===== config.mk =====
export PLATFORM = sky130hd
export DESIGN_NAME = hazard_ctrl_unit_flat
export DESIGN_NICKNAME = d
export VERILOG_FILES = /design/src/rtl/hazard_ctrl_unit_if.sv /design/src/rtl/hazard_ctrl_unit.sv /design/src/flat_wrapper.sv
export SDC_FILE = /design/constraint.sdc
export NUM_CORES = 1
export LEC_CHECK = 0
export CAP_MARGIN = 0
export CORE_UTILIZATION = 43
export CTS_BUF_LIST = sky130_fd_sc_hd__clkbuf_16
export CTS_CLUSTER_DIAMETER = 200
export DETAILED_ROUTE_END_ITERATION = 6
export PLACE_DENSITY = 0.73
export SETUP_SLACK_MARGIN = 0.5
export SYNTH_ARGS = -nofsm -noshare
export SYNTH_HDL_FRONTEND = slang
export SYNTH_SLANG_ARGS = --single-unit

===== constraint.sdc =====
create_clock -name i_clk -period 1.86 [get_ports i_clk]
set_input_delay 0.372 -clock i_clk [delete_from_list [all_inputs] [get_ports i_clk]]
set_output_delay 0.372 -clock i_clk [all_outputs]
set_load 0.03 [all_outputs]

===== src/rtl/hazard_ctrl_unit_if.sv =====
// rtl/hazard_ctrl_unit_if.sv - pipeline-side interface for the hazard/stall controller
interface hazard_ctrl_unit_if #(
    parameter int REG_AW = 5,
    parameter int CNT_W  = 16
);
    logic [REG_AW-1:0] id_rs1;
    logic [REG_AW-1:0] id_rs2;
    logic              id_rs1_used;
    logic              id_rs2_used;
    logic              ex_memread;
    logic              ex_regwrite;
    logic [REG_AW-1:0] ex_rd;
    logic              mem_memread;
    logic              mem_ready;
    logic              flush;
    logic              stall_front;
    logic              bubble_ex;
    logic              freeze_all;
    logic              mem_timeout_err;
    logic [CNT_W-1:0]  stall_cycles;

    modport master (
        output id_rs1, id_rs2, id_rs1_used, id_rs2_used,
        output ex_memread, ex_regwrite, ex_rd,
        output mem_memread, mem_ready, flush,
        input  stall_front, bubble_ex, freeze_all, mem_timeout_err, stall_cycles
    );

    modport slave (
        input  id_rs1, id_rs2, id_rs1_used, id_rs2_used,
        input  ex_memread, ex_regwrite, ex_rd,
        input  mem_memread, mem_ready, flush,
        output stall_front, bubble_ex, freeze_all, mem_timeout_err, stall_cycles
    );
endinterface


===== src/rtl/hazard_ctrl_unit.sv =====
// rtl/hazard_ctrl_unit.sv - load-use bubble insertion, memory-wait freeze and stall statistics
module hazard_ctrl_unit #(
    parameter int REG_AW          = 5,
    parameter int LOAD_USE_CYCLES = 1,
    parameter int CNT_W           = 16,
    parameter int MEM_TIMEOUT     = 255
) (
    input  logic               i_clk,
    input  logic               i_reset,
    hazard_ctrl_unit_if.slave  bus
);
    localparam int                TW          = $clog2(MEM_TIMEOUT + 1);
    localparam logic [TW-1:0]     LP_TMAX     = TW'(MEM_TIMEOUT);
    localparam logic [TW-1:0]     LP_TLAST    = TW'(MEM_TIMEOUT - 1);
    localparam logic [2:0]        LP_CNT_INIT = 3'(LOAD_USE_CYCLES - 1);
    localparam logic [CNT_W-1:0]  LP_CNT_MAX  = {CNT_W{1'b1}};

    typedef enum logic [0:0] {
        IDLE  = 1'b0,
        LDUSE = 1'b1
    } state_t;

    state_t            r_state;
    logic [2:0]        r_cnt;
    logic [TW-1:0]     r_tcnt;
    logic              r_timeout_err;
    logic [CNT_W-1:0]  r_stall_cycles;

    logic [REG_AW-1:0] w_id_rs1;
    logic [REG_AW-1:0] w_id_rs2;
    logic [REG_AW-1:0] w_ex_rd;
    logic              w_hit;
    logic              w_mem_wait;
    logic              w_stall_front;
    logic              w_bubble_ex;
    logic              w_freeze_all;

    assign w_id_rs1 = bus.id_rs1;
    assign w_id_rs2 = bus.id_rs2;
    assign w_ex_rd  = bus.ex_rd;

    assign w_hit = bus.ex_memread & bus.ex_regwrite & (w_ex_rd != '0) &
                   ((bus.id_rs1_used & (w_id_rs1 == w_ex_rd)) |
                    (bus.id_rs2_used & (w_id_rs2 == w_ex_rd)));

    assign w_mem_wait = bus.mem_memread & ~bus.mem_ready;

    // Priority: reset, then memory freeze, then flush, then load-use.
    always_comb begin
        w_stall_front = 1'b0;
        w_bubble_ex   = 1'b0;
        w_freeze_all  = 1'b0;
        if (i_reset) begin
            w_stall_front = 1'b0;
        end else if (w_mem_wait) begin
            w_freeze_all  = 1'b1;
            w_stall_front = 1'b1;
        end else if (bus.flush) begin
            w_stall_front = 1'b0;
        end else if ((r_state == LDUSE) || w_hit) begin
            w_stall_front = 1'b1;
            w_bubble_ex   = 1'b1;
        end
    end

    always_ff @(posedge i_clk) begin
        if (i_reset) begin
            r_state        <= IDLE;
            r_cnt          <= 3'd0;
            r_tcnt         <= '0;
            r_timeout_err  <= 1'b0;
            r_stall_cycles <= '0;
        end else begin
            if (w_mem_wait) begin
                // FSM and bubble counter are frozen with the rest of the pipeline.
                if (r_tcnt != LP_TMAX) begin
                    r_tcnt <= r_tcnt + 1'b1;
                end
                if (r_tcnt >= LP_TLAST) begin
                    r_timeout_err <= 1'b1;
                end
            end else begin
                r_tcnt <= '0;
                if (bus.flush) begin
                    r_state <= IDLE;
                    r_cnt   <= 3'd0;
                end else begin
                    case (r_state)
                        IDLE: begin
                            if (w_hit && (LOAD_USE_CYCLES > 1)) begin
                                r_state <= LDUSE;
                                r_cnt   <= LP_CNT_INIT;
                            end
                        end
                        LDUSE: begin
                            r_cnt <= r_cnt - 1'b1;
                            if (r_cnt == 3'd1) begin
                                r_state <= IDLE;
                            end
                        end
                        default: begin
                            r_state <= IDLE;
                            r_cnt   <= 3'd0;
                        end
                    endcase
                end
            end
            if (w_stall_front && (r_stall_cycles != LP_CNT_MAX)) begin
                r_stall_cycles <= r_stall_cycles + 1'b1;
            end
        end
    end

    assign bus.stall_front     = w_stall_front;
    assign bus.bubble_ex       = w_bubble_ex;
    assign bus.freeze_all      = w_freeze_all;
    assign bus.mem_timeout_err = r_timeout_err;
    assign bus.stall_cycles    = r_stall_cycles;
endmodule


===== src/flat_wrapper.sv =====
// flat-port wrapper written by rule: the top's interface ports become plain ports
module hazard_ctrl_unit_flat 
#(
    parameter int REG_AW          = 5,
    parameter int LOAD_USE_CYCLES = 1,
    parameter int CNT_W           = 16,
    parameter int MEM_TIMEOUT     = 255
)
  (i_clk, i_reset, bus_id_rs1, bus_id_rs2, bus_id_rs1_used, bus_id_rs2_used, bus_ex_memread, bus_ex_regwrite, bus_ex_rd, bus_mem_memread, bus_mem_ready, bus_flush, bus_stall_front, bus_bubble_ex, bus_freeze_all, bus_mem_timeout_err, bus_stall_cycles);
  hazard_ctrl_unit_if #(.REG_AW(REG_AW), .CNT_W(CNT_W)) bus_i ();
  input  logic i_clk;
  input  logic i_reset;
  input wire logic [$bits(bus_i.id_rs1)-1:0] bus_id_rs1;
  input wire logic [$bits(bus_i.id_rs2)-1:0] bus_id_rs2;
  input wire logic [$bits(bus_i.id_rs1_used)-1:0] bus_id_rs1_used;
  input wire logic [$bits(bus_i.id_rs2_used)-1:0] bus_id_rs2_used;
  input wire logic [$bits(bus_i.ex_memread)-1:0] bus_ex_memread;
  input wire logic [$bits(bus_i.ex_regwrite)-1:0] bus_ex_regwrite;
  input wire logic [$bits(bus_i.ex_rd)-1:0] bus_ex_rd;
  input wire logic [$bits(bus_i.mem_memread)-1:0] bus_mem_memread;
  input wire logic [$bits(bus_i.mem_ready)-1:0] bus_mem_ready;
  input wire logic [$bits(bus_i.flush)-1:0] bus_flush;
  output wire logic [$bits(bus_i.stall_front)-1:0] bus_stall_front;
  output wire logic [$bits(bus_i.bubble_ex)-1:0] bus_bubble_ex;
  output wire logic [$bits(bus_i.freeze_all)-1:0] bus_freeze_all;
  output wire logic [$bits(bus_i.mem_timeout_err)-1:0] bus_mem_timeout_err;
  output wire logic [$bits(bus_i.stall_cycles)-1:0] bus_stall_cycles;
  assign bus_i.id_rs1 = bus_id_rs1;
  assign bus_i.id_rs2 = bus_id_rs2;
  assign bus_i.id_rs1_used = bus_id_rs1_used;
  assign bus_i.id_rs2_used = bus_id_rs2_used;
  assign bus_i.ex_memread = bus_ex_memread;
  assign bus_i.ex_regwrite = bus_ex_regwrite;
  assign bus_i.ex_rd = bus_ex_rd;
  assign bus_i.mem_memread = bus_mem_memread;
  assign bus_i.mem_ready = bus_mem_ready;
  assign bus_i.flush = bus_flush;
  assign bus_stall_front = bus_i.stall_front;
  assign bus_bubble_ex = bus_i.bubble_ex;
  assign bus_freeze_all = bus_i.freeze_all;
  assign bus_mem_timeout_err = bus_i.mem_timeout_err;
  assign bus_stall_cycles = bus_i.stall_cycles;
  hazard_ctrl_unit #(.REG_AW(REG_AW), .LOAD_USE_CYCLES(LOAD_USE_CYCLES), .CNT_W(CNT_W), .MEM_TIMEOUT(MEM_TIMEOUT)) u_core (.i_clk(i_clk), .i_reset(i_reset), .bus(bus_i));
endmodule

======== Word-level counts from Yosys, hierarchy flattened ========
Index checks and enable logic that the tools add are counted.
word-level totals
  flip-flop bits (word level) ............. 29
  logic and storage cells ................. 43
cells by class
  add/subtract/negate cells ............... 3
  order comparisons ....................... 1
  equal/unequal tests ..................... 5
  mux-type cells .......................... 13
  bitwise gates (word level) .............. 9
  reduce and logical (&&, ||, !) cells .... 7
operators by type and width
  operator                                          number
  adder 16 x 1 -> 16 bit, second input constant     1
  != test 16 bit, second input constant             1
  two-way mux 1 bit                                 11
  == test 5 bit                                     2
  adder 8 x 1 -> 8 bit, second input constant       1
  >= comparator 8 bit, second input constant        1
  != test 8 bit, second input constant              1
  bitwise AND 1 bit                                 6
  two-way mux 3 bit                                 2
  nonzero test 5 bit                                1
  AND reduction 2 bit                               2
  == test 3 x 1 -> 1 bit, second input constant     1
  subtractor 3 x 1 -> 3 bit, second input constant  1
  NOT 1 bit                                         2
  nonzero test 2 bit                                1
  OR reduction 2 bit                                1
  logical AND 1 bit                                 1
  logical OR 1 bit                                  1
  OR 1 bit                                          1

======== Depth between registers and ports, before layout ========
Gate-level depths: netlist of the first run.
  word-level depth ........................ 10
  mapped depth ............................ 9

======== Worst setup path before layout of the first run ========
Ideal clock, no wire load.
  path type ............................... flip-flop to flip-flop
  from .................................... register u_core.r_stall_cycles[0] (netlist: u_core.bus.stall_cycles[0])
  to ...................................... register u_core.r_stall_cycles[11] (netlist: u_core.bus.stall_cycles[11])
  arrival time ............................ 2.061 ns
  data required time ...................... 1.790 ns
  slack ................................... -0.272 ns
  cell stages (with the launch flop) ...... 9
  cells stage by stage .................... dfxtp_1 -> ha_1 -> and4_1 -> nand3_1 -> o21ai_0 -> and2_4 -> buf_6 -> or4_1 -> a21oi_1
between the ends
  longest elaborated chain between the ends .. 2
  elaborated cells on any way between the ends .. 3
  classes of those cells .................. add/sub (1); eq/ne (1); reduce/logical (1)
RTL lines
  item                                                                            RTL line                 source
  from (decl)                                                                     hazard_ctrl_unit.sv:27   logic [CNT_W-1:0] r_stall_cycles;
  from (signal assigned)                                                          hazard_ctrl_unit.sv:109  r_stall_cycles <= r_stall_cycles + 1'b1;
  parallel branches: the longest is 2 deep, another holds adder 16 x 1 -> 16 bit  --
Several ways; the timed one is not identified.
A chain may end at the register's enable or synchronous reset.

======== Worst setup path after layout of the first run ========
  from .................................... input port bus_ex_rd[1]
  to ...................................... register u_core.r_stall_cycles[13] (netlist: u_core.bus.stall_cycles[13])
between the ends
  longest elaborated chain between the ends .. 10
  elaborated cells on any way between the ends .. 14
  classes of those cells .................. eq/ne (2); mux (4); bitwise (5); reduce/logical (3)
RTL lines
  item                                         RTL line                                        source
  from (decl)                                  flat_wrapper.sv:19                              input wire logic [$bits(bus_i.ex_rd)-1:0] bus_ex_rd;
  == test 5 bit, on equally long branches      hazard_ctrl_unit.sv:43, hazard_ctrl_unit.sv:44
  bitwise AND 1 bit, on equally long branches  hazard_ctrl_unit.sv:43, hazard_ctrl_unit.sv:44
  OR 1 bit                                     hazard_ctrl_unit.sv:43                          ((bus.id_rs1_used & (w_id_rs1 == w_ex_rd)) |
  bitwise AND 1 bit *                          hazard_ctrl_unit.sv:42                          assign w_hit = bus.ex_memread & bus.ex_regwrite & (w_ex_rd != '0) &
  logical OR 1 bit *                           hazard_ctrl_unit.sv:60                          end else if ((r_state == LDUSE) || w_hit) begin
  two-way mux 1 bit *                          hazard_ctrl_unit.sv:60
  two-way mux 1 bit *                          hazard_ctrl_unit.sv:58                          end else if (bus.flush) begin
  two-way mux 1 bit *                          hazard_ctrl_unit.sv:55                          end else if (w_mem_wait) begin
  two-way mux 1 bit *                          hazard_ctrl_unit.sv:53                          if (i_reset) begin
  logical AND 1 bit *                          hazard_ctrl_unit.sv:108                         if (w_stall_front && (r_stall_cycles != LP_CNT_MAX)) begin
Mark *: on every way between the ends. The rest lies on a longest branch, timed or not.

==> run metrics, run 1 <==
buffer type at the clock tree root=clkbuf_16; Clock Path Buffers=2; Internal=roughly 1.2 mW; CTS buffer count=5; Reg2Reg Launch Point=u_core.bus.stall_cycles[1]$_SDFFE_PP0P_; post-route setup slack=-0.2753 ns; total number of vias=about 1.7k; gr ovfl total=0; Mapped Cells=~190; arrival time worst endpoint=2.30 ns; CP Launch Point=bus_ex_rd[1]; nets@finish=298; Crit path largest cell delay=0.46 ns; critical-path maximum fanout=5; Hold Vio Cnt, Final=0; Hold WC Path Type=reg -> reg; vias in the first global route=around 1.7k; status=finished with violations; Slew HR=70.21%; Post-DP HPWL=between 3000 and 4000 um; post-synthesis async set-or-reset flop share=0%; Setup TNS=-2.279 ns; setup repair after global routing missed its margin=yes; Reg clk slew, reported paths=0.05 ns; Worst Setup EP=u_core.bus.stall_cycles[13]$_SDFFE_PP0P_; Net Count, Synth=218; Crit Reg-Reg Endpoint=u_core.bus.stall_cycles[13]$_SDFFE_PP0P_; gr usage total=24.49%; Max VDD drop=0.4145 mV; IO buf count=43; Req. time, crit path=2.02 ns; Chip Height=between 60 and 70 um; area grow syn2layout=64.69%; commonest non-fill, non-tap cells in the layout=buf_4, dfxtp_1, nor2_1, buf_2; max-cap viol count=0; Worst R2R Path Depth=8; Post-synth EDFFs=0; critical-path cell list=buf_6 > buf_6 > xnor2_2 > nand4_1 > o22ai_4 > buf_4 > buf_4 > nand4_4 > a2111oi_1 > buf_4 > xnor2_1 > nor2_1; initial core utilization=46.26%; worst hold start=u_core.bus.mem_timeout_err$_SDFFE_PP0P_; Combinational Power Share=12.5%; layout cells sized above 1=45.93%; Routed WL per cell=14.78 um; IO Count=44; Placement Rows=21; R2R setup slack=-0.07 ns; post-synth top area share=36.74%; CTS sink count=29; number of instances in the placed design=297; CTS H-tree depth=2; Max Slew Vio Count=0; ant diodes=0; switching pwr=372.7 uW; ys flop type=dfxtp_1; crit path kind=in -> reg; Final Non-Filler Cells=approximately 320; slew of the pin with the lowest slew margin=around 0.45 ns; placer congestion estimate=0.7530; TritonCTS clock tree=yes; Iteration-0 DRC Markers=126; clock network fraction of total power=48.0%; Mapped Area=~0.0016 mm^2; clk_lat worst skew=0.28 ns; leading area contributor after synthesis=dfxtp_1; clk_skew=0.005079 ns; commonest non-fill, non-tap cell in the layout=buf_4; Leak=1.046 nW; synthesis-stage register bit count=29; cts-stage hold buffer count=0; die footprint=0.003921 mm^2; worst hold slack=0.4784 ns; Achievable Freq=468.3 MHz; die width=around 63 um; ANT nets after route=0; Sw Ratio=23.48%; post-synth cell types=42; largest net degree at the start of global routing=18; synth top area cells=dfxtp_1, xnor2_1, a21oi_1, nor2_1, ha_1; DRC=0; P per Cell Area=609.9 mW/mm^2; first-pass GRT wire length=7548 um; CP max-delay cell=a2111oi_1; min Tclk post-route=2.135 ns; wirelength, routed=4671 um; antenna violations before repair=0; sequential power share=about two fifths; failing checks=negative setup slack; Syn Area/Cell=8.361 um^2; YS warnings=0; sequential area share after synthesis=36.74%; endpoints failing setup=18; Core Area=approximately 0.0034 mm^2; crit-path most repeated cell=buf_4; CP Launch Type=input pin; CP endpoint kind=flop; via/cell ratio=5.377; Initial DRT Pass Iterations=4; final worst path period share=114.8%
[worst max-delay path: cells and delay by family]
| kind | cells | cell delay, ns |
|---|---|---|
| compound gates | 2 | 0.72 |
| xor+xnor | 2 | 0.23 |
| buf+inv | 5 | 0.66 |
| simple gates | 3 | 0.31 |
[routing by layer]
metal,GRT usage [%],wire [um],vias to the layer above
met5,0,0,-
li1,-,-,836
met4,9.884,107,0
met2,45.52,2524,42
met1,24.41,1838,808
met3,8.759,201,13
[synth_stat cells, types with 2 or more instances]
library cell and number:
a21oi_1 18, nor3_1 4, o31ai_1 4, a21boi_0 2, nor2_1 22, xor2_1 3
or2_2 2, and4_1 2, xnor2_1 16, nand3_1 9, o21ai_0 7, nand4_1 7
ha_1 5, dfxtp_1 29, mux2_2 2, and3_1 2, or4_1 4, or3_1 4
mux2i_1 2, clkbuf_1 3, inv_1 12, nand2_1 10
[sequential cells by signal (all words and copies together), names as in the netlist]
name / flops
u_core.bus.stall_cycles: 16
u_core.r_tcnt: 8
u_core.r_cnt: 3
u_core.bus.mem_timeout_err: 1
u_core.r_state: 1
[kinds of logic after synthesis]
kind of cell,after synthesis,synth area share [%]
simple gates,75,25.50
compound gates,40,15.84
flops,29,36.74
xor+xnor,19,10.53
buf+inv,17,4.750
fa+ha+maj,5,3.959
mux,4,2.692
[stage by stage]
step           worst slack [ns]  total power, mW  util, %  cell area [um^2]
6_report                -0.2753            1.587    76.19              2603
5_1_grt                 -0.3720            1.634    76.19              2603
4_1_cts                 -0.2144            1.578    74.43              2542
3_5_place_dp            -0.9884           0.8133    67.47              2305
3_3_place_gp            -0.9481           0.8083    67.47              2305
2_1_floorplan          -0.02341           0.7146        -              1672
[what timing repair did]
item | CTS | global route
setup buffers | 6 | 3
cloned | 2 | 0
resized for setup | 159 | 45
pin swaps | 26 | 14
setup endpoints to repair | 39 | 30
[power groups by stage]
stage               sequential, mW  combinational (mW)  clock (mW)
floorplan                    0.644              0.0705           0
global placement             0.640               0.169           0
detailed placement           0.640               0.173           0
CTS                          0.627               0.183       0.767
global route                 0.628               0.211       0.795
finish                       0.628               0.198       0.761
[area by class of cell]
cell class,count,area (um^2)
Clock buffer,5,125.1
Clock inverter,3,12.51
Fill cell,243,813.3
Inverter,12,48.80
Multi-Input combinational cell,145,1166
Sequential cell,29,593.1
Tap cell,46,57.56
Timing Repair Buffer,76,599.3
[worst min-delay path by stage]
stage	cells after the start	endpoint	slack, ns
2_1_floorplan	2	u_core.r_cnt[0]$_SDFFE_PP0P_	0.45
3_3_place_gp	2	u_core.r_cnt[0]$_SDFFE_PP0P_	0.46
3_5_place_dp	2	u_core.bus.mem_timeout_err$_SDFFE_PP0P_	0.48
4_1_cts	3	u_core.r_cnt[1]$_SDFFE_PP0P_	0.47
5_1_grt	3	u_core.r_cnt[1]$_SDFFE_PP0P_	0.49
6_report	2	u_core.bus.mem_timeout_err$_SDFFE_PP0P_	0.48
(Power assumes the default switching activity.)
==> inputs of run 2 (changes only) <==
--- a/config.mk
+++ b/config.mk
@@ -12,6 +12,7 @@
 export DETAILED_ROUTE_END_ITERATION = 6
 export PLACE_DENSITY = 0.73
 export SETUP_SLACK_MARGIN = 0.5
+export SLEW_MARGIN = 20
 export SYNTH_ARGS = -nofsm -noshare
 export SYNTH_HDL_FRONTEND = slang
 export SYNTH_SLANG_ARGS = --single-unit
==> results of run 2 <==
Same layout as run 1: the final DEF is identical, and so are final timing and power.
==> inputs of run 3 (changes only) <==
--- a/config.mk
+++ b/config.mk
@@ -5,12 +5,13 @@
 export SDC_FILE = /design/constraint.sdc
 export NUM_CORES = 1
 export LEC_CHECK = 0
+export ABC_AREA = 1
 export CAP_MARGIN = 0
-export CORE_UTILIZATION = 43
+export CORE_UTILIZATION = 45
 export CTS_BUF_LIST = sky130_fd_sc_hd__clkbuf_16
 export CTS_CLUSTER_DIAMETER = 200
 export DETAILED_ROUTE_END_ITERATION = 6
-export PLACE_DENSITY = 0.73
+export PLACE_DENSITY = 0.74
 export SETUP_SLACK_MARGIN = 0.5
 export SLEW_MARGIN = 20
 export SYNTH_ARGS = -nofsm -noshare
==> run 3 against run 2 <==
Against the previous run:
- the flow now finishes without violations
- sequential power up 1%
- combinational power up 30%
- final cell count up 33%
- clock power down 0.8%
- sequential share of layout area down 2.9 points
- non-clock buffer count up 4
- clock skew up 0.00072 ns
- critical path type is now reg -> reg
- largest power group unchanged
==> run metrics, run 3 <==
status=finished, final reports clean (was finished with violations); via/cell ratio=5.079 (was 5.377); synth top area cells=dfxtp_1, nand2_1, inv_1, nor2_1, a21oi_1 (was dfxtp_1, xnor2_1, a21oi_1, nor2_1, ha_1); CP max-delay cell=dfxtp_4 (was a2111oi_1); nets@finish=399 (was 298); Crit path largest cell delay=0.36 ns (was 0.46 ns); Placement Rows=22 (was 21); pre-CTS WS=-0.4198 ns (was -0.9884 ns); max-cap viol count=0 (unchanged); Initial DRT Pass Iterations=4 (unchanged); Iteration-0 DRC Markers=148 (was 126); vias in the first global route=1941 (was 1742); area grow syn2layout=70.32% (was 64.69%); Sw Ratio=24.83% (was 23.48%); DRC=0 (unchanged); largest net degree at the start of global routing=18 (unchanged); critical-path cell list=ha_4 > nand2_4 > nor3_4 > nand2_2 > nor3_4 > buf_6 > buf_6 > nor3_2 > nand3_1 > nand2_1 > nor2_1 (was buf_6 > buf_6 > xnor2_2 > nand4_1 > o22ai_4 > buf_4 > buf_4 > nand4_4 > a2111oi_1 > buf_4 > xnor2_1 > nor2_1); Routed WL per cell=12.94 um (was 14.78 um); Hold Path Depth=4 (was 2); gr ovfl total=0 (unchanged); CTS sink count=29 (unchanged); arrival time worst endpoint=1.92 ns (was 2.30 ns); top cell family by delay on the critical path=simple AND/OR/NAND/NOR gates (was compound AO/OA/AOI/OAI gates); P per Cell Area=536.5 mW/mm^2 (was 609.9 mW/mm^2); Max VDD drop=0.3980 mV (was 0.4145 mV); commonest non-fill, non-tap cells in the layout=nand2_1, nor2_1, inv_1 (was buf_4, dfxtp_1, nor2_1, buf_2); post-synth top area share=32.18% (was 36.74%); Hold WC Path Type=in -> reg (was reg -> reg); wirelength, routed=5421 um (was 4671 um); clock network fraction of total power=45.8% (was 48.0%); antenna violations before repair=0 (unchanged); Slew HR=79.96% (was 70.21%); Net Count, Synth=316 (was 218); first-pass GRT wire length=8349 um (was 7548 um); Reg clk slew, reported paths=0.05 ns (about the same); setup repair after global routing missed its margin=yes (unchanged); worst hold slack=0.4332 ns (was 0.4784 ns); Mapped Cells=287 (was 189); buffer type at the clock tree root=clkbuf_16 (unchanged); slew of the pin with the lowest slew margin=0.2982 ns (was 0.4458 ns); total number of vias=2128 (was 1699); cts-stage hold buffer count=0 (unchanged); most frequent cells after synthesis=nand2_1, inv_1, nor2_1, dfxtp_1, a21oi_1 (was dfxtp_1, nor2_1, a21oi_1, xnor2_1, inv_1); Chip Height=65.32 um (was 62.62 um); Hold EP=u_core.r_state$_SDFFE_PP0N_ (was u_core.bus.mem_timeout_err$_SDFFE_PP0P_); IO buf count=43 (unchanged); gr usage total=25.12% (was 24.49%); number of instances in the placed design=389 (was 297); post-route setup slack=0.1382 ns (was -0.2753 ns); Hold Vio Cnt, Final=0 (unchanged); Clock Path Buffers=2 (unchanged); IO Count=44 (unchanged); initial core utilization=48.20% (was 46.26%); CTS buffer count=5 (unchanged); Mapped Area=0.001804 mm^2 (was 0.001580 mm^2); ant diodes=0 (unchanged); Combinational Power Share=15.7% (was 12.5%); commonest non-fill, non-tap cell in the layout=nand2_1 (was buf_4); CP endpoint kind=flop (unchanged); layout cells sized above 1=49.33% (was 45.93%); YS warnings=0 (unchanged); number of flip-flops under the largest register name=16 (unchanged); final worst path period share=92.57% (was 114.8%); R2R setup slack=0.14 ns (was -0.07 ns); Final Non-Filler Cells=419 (was 316); ANT nets after route=0 (unchanged); switching pwr=409.3 uW (was 372.7 uW); Reg2Reg Launch Point=u_core.bus.stall_cycles[1]$_SDFFE_PP0P_ (unchanged); die footprint=0.004267 mm^2 (was 0.003921 mm^2); WP buf/inv=2 (was 5); TritonCTS clock tree=yes (unchanged); Achievable Freq=580.8 MHz (was 468.3 MHz); Max Slew Vio Count=0 (unchanged); Worst R2R Path Depth=11 (was 8); Internal=1.239 mW (was 1.214 mW); ys flop type=dfxtp_1 (unchanged); Core Area=0.003744 mm^2 (was 0.003416 mm^2); clk_skew=0.005803 ns (was 0.005079 ns); worst hold start=i_reset (was u_core.bus.mem_timeout_err$_SDFFE_PP0P_); clk_lat worst skew=0.27 ns (was 0.28 ns); endpoints failing setup=0 (was 18); fillers=248 (was 243); sequential area share after synthesis=32.18% (was 36.74%); Req. time, crit path=2.06 ns (was 2.02 ns); post-synth cell types=26 (was 42); critical-path maximum fanout=4 (was 5); synthesis-stage register bit count=29 (unchanged); count leader, synth=nand2_1 (was dfxtp_1); Crit Reg-Reg Endpoint=u_core.bus.stall_cycles[8]$_SDFFE_PP0P_ (was u_core.bus.stall_cycles[13]$_SDFFE_PP0P_); placer congestion estimate=0.8236 (was 0.7530); Post-synth EDFFs=0 (unchanged); CTS H-tree depth=2 (unchanged); crit path kind=reg -> reg (was in -> reg); Syn Area/Cell=6.287 um^2 (was 8.361 um^2); post-synthesis async set-or-reset flop share=0% (unchanged); Post-DP HPWL=3086 um (was 3032 um); CP Launch Type=flop (was input pin); die width=65.32 um (was 62.62 um); leading area contributor after synthesis=dfxtp_1 (unchanged); Leak=1.445 nW (was 1.046 nW); min Tclk post-route=1.722 ns (was 2.135 ns); sequential power share=38.5% (was 39.6%)
## run 3: cell types whose count changed after synthesis, sizes merged, moves of 9 or more
cell	change
nand3	+13
inv	+37
a21oi	+9
xnor2	-14
nor2	+21
nand2	+67
## run 3: metal layers
| layer | wire length [um] | vias to the layer above | share of wire, % | global-route usage [%] |
|---|---|---|---|---|
| met3 | 248 | 14 | 4.6 | 4.340 |
| li1 | - | 1065 | - | - |
| met5 | 0 | - | 0 | 0 |
| met4 | 139 | 0 | 2.6 | 8.967 |
| met1 | 2265 | 980 | 42 | 28.33 |
| met2 | 2767 | 69 | 51 | 46.65 |
## run 3: tightest hold or removal path, cell delays in order
cell	delay (ns)
buf_2	0.10
nor2_2	0.06
nand2_1	0.06
a21oi_1	0.06
## run 3: cell families (layout without fill, tap and decap cells)
logic type / after synthesis / count (layout) / synth area share (%)
AOI/OAI and AO/OA: 36 / 36 / 10.40
xor gates and xnor gates: 5 / 5 / 2.428
adders and majority gates: 5 / 5 / 3.467
buffers and inverters: 55 / 139 / 12.62
DFF: 29 / 29 / 32.18
and+or+nand+nor: 157 / 157 / 38.90
## run 3: final cells by class
cell class	instances	area, um^2	area share, %
clock buffer	5	125.1	4.072
clock inverter	3	13.76	0.4479
inverter	50	245.2	7.980
multi-input combinational	203	1280	41.65
sequential	29	611.8	19.91
tap	48	60.06	1.954
timing repair buffer	80	729.5	23.74
timing repair inverter	1	7.507	0.2443
## run 3: worst max path at each step
stage / startpoint / end / slack (ns) / cells past startpoint
6_report: u_core.bus.stall_cycles[1]$_SDFFE_PP0P_ / u_core.bus.stall_cycles[8]$_SDFFE_PP0P_ / 0.14 / 11
3_3_place_gp: bus_ex_rd[4] / bus_stall_front / -0.33 / 12
3_5_place_dp: bus_ex_rd[4] / u_core.bus.stall_cycles[14]$_SDFFE_PP0P_ / -0.42 / 15
4_1_cts: bus_ex_rd[1] / bus_bubble_ex / 0.20 / 12
5_1_grt: u_core.bus.stall_cycles[3]$_SDFFE_PP0P_ / u_core.bus.stall_cycles[8]$_SDFFE_PP0P_ / 0.06 / 10
2_1_floorplan: u_core.bus.stall_cycles[1]$_SDFFE_PP0P_ / u_core.bus.stall_cycles[11]$_SDFFE_PP0P_ / 0.16 / 11
## run 3: power by group through the flow
stage / logic, mW / registers (mW) / clock network [mW]
global placement: 0.212 / 0.650 / 0
detailed placement: 0.216 / 0.651 / 0
finish: 0.258 / 0.635 / 0.755
floorplan: 0.106 / 0.656 / 0
global route: 0.281 / 0.635 / 0.797
CTS: 0.239 / 0.638 / 0.771
## run 3: per-stage QoR
step	utilization (%)	power, mW	instance area [um^2]	TNS [ns]
finish	82.09	1.649	3073	0
global route	82.09	1.713	3073	0
CTS	77.64	1.647	2907	0
detailed placement	67.45	0.8668	2525	-6.746
global placement	67.45	0.8622	2525	-5.357
floorplan	-	0.7624	1978	0
## run 3: repair_timing
action	in CTS	in global routing
cloned	2	0
endpoints found under the hold margin	0	0
setup buffers	13	7
endpoints found under the setup margin	48	32
pin swaps	49	27
resized for setup	205	44
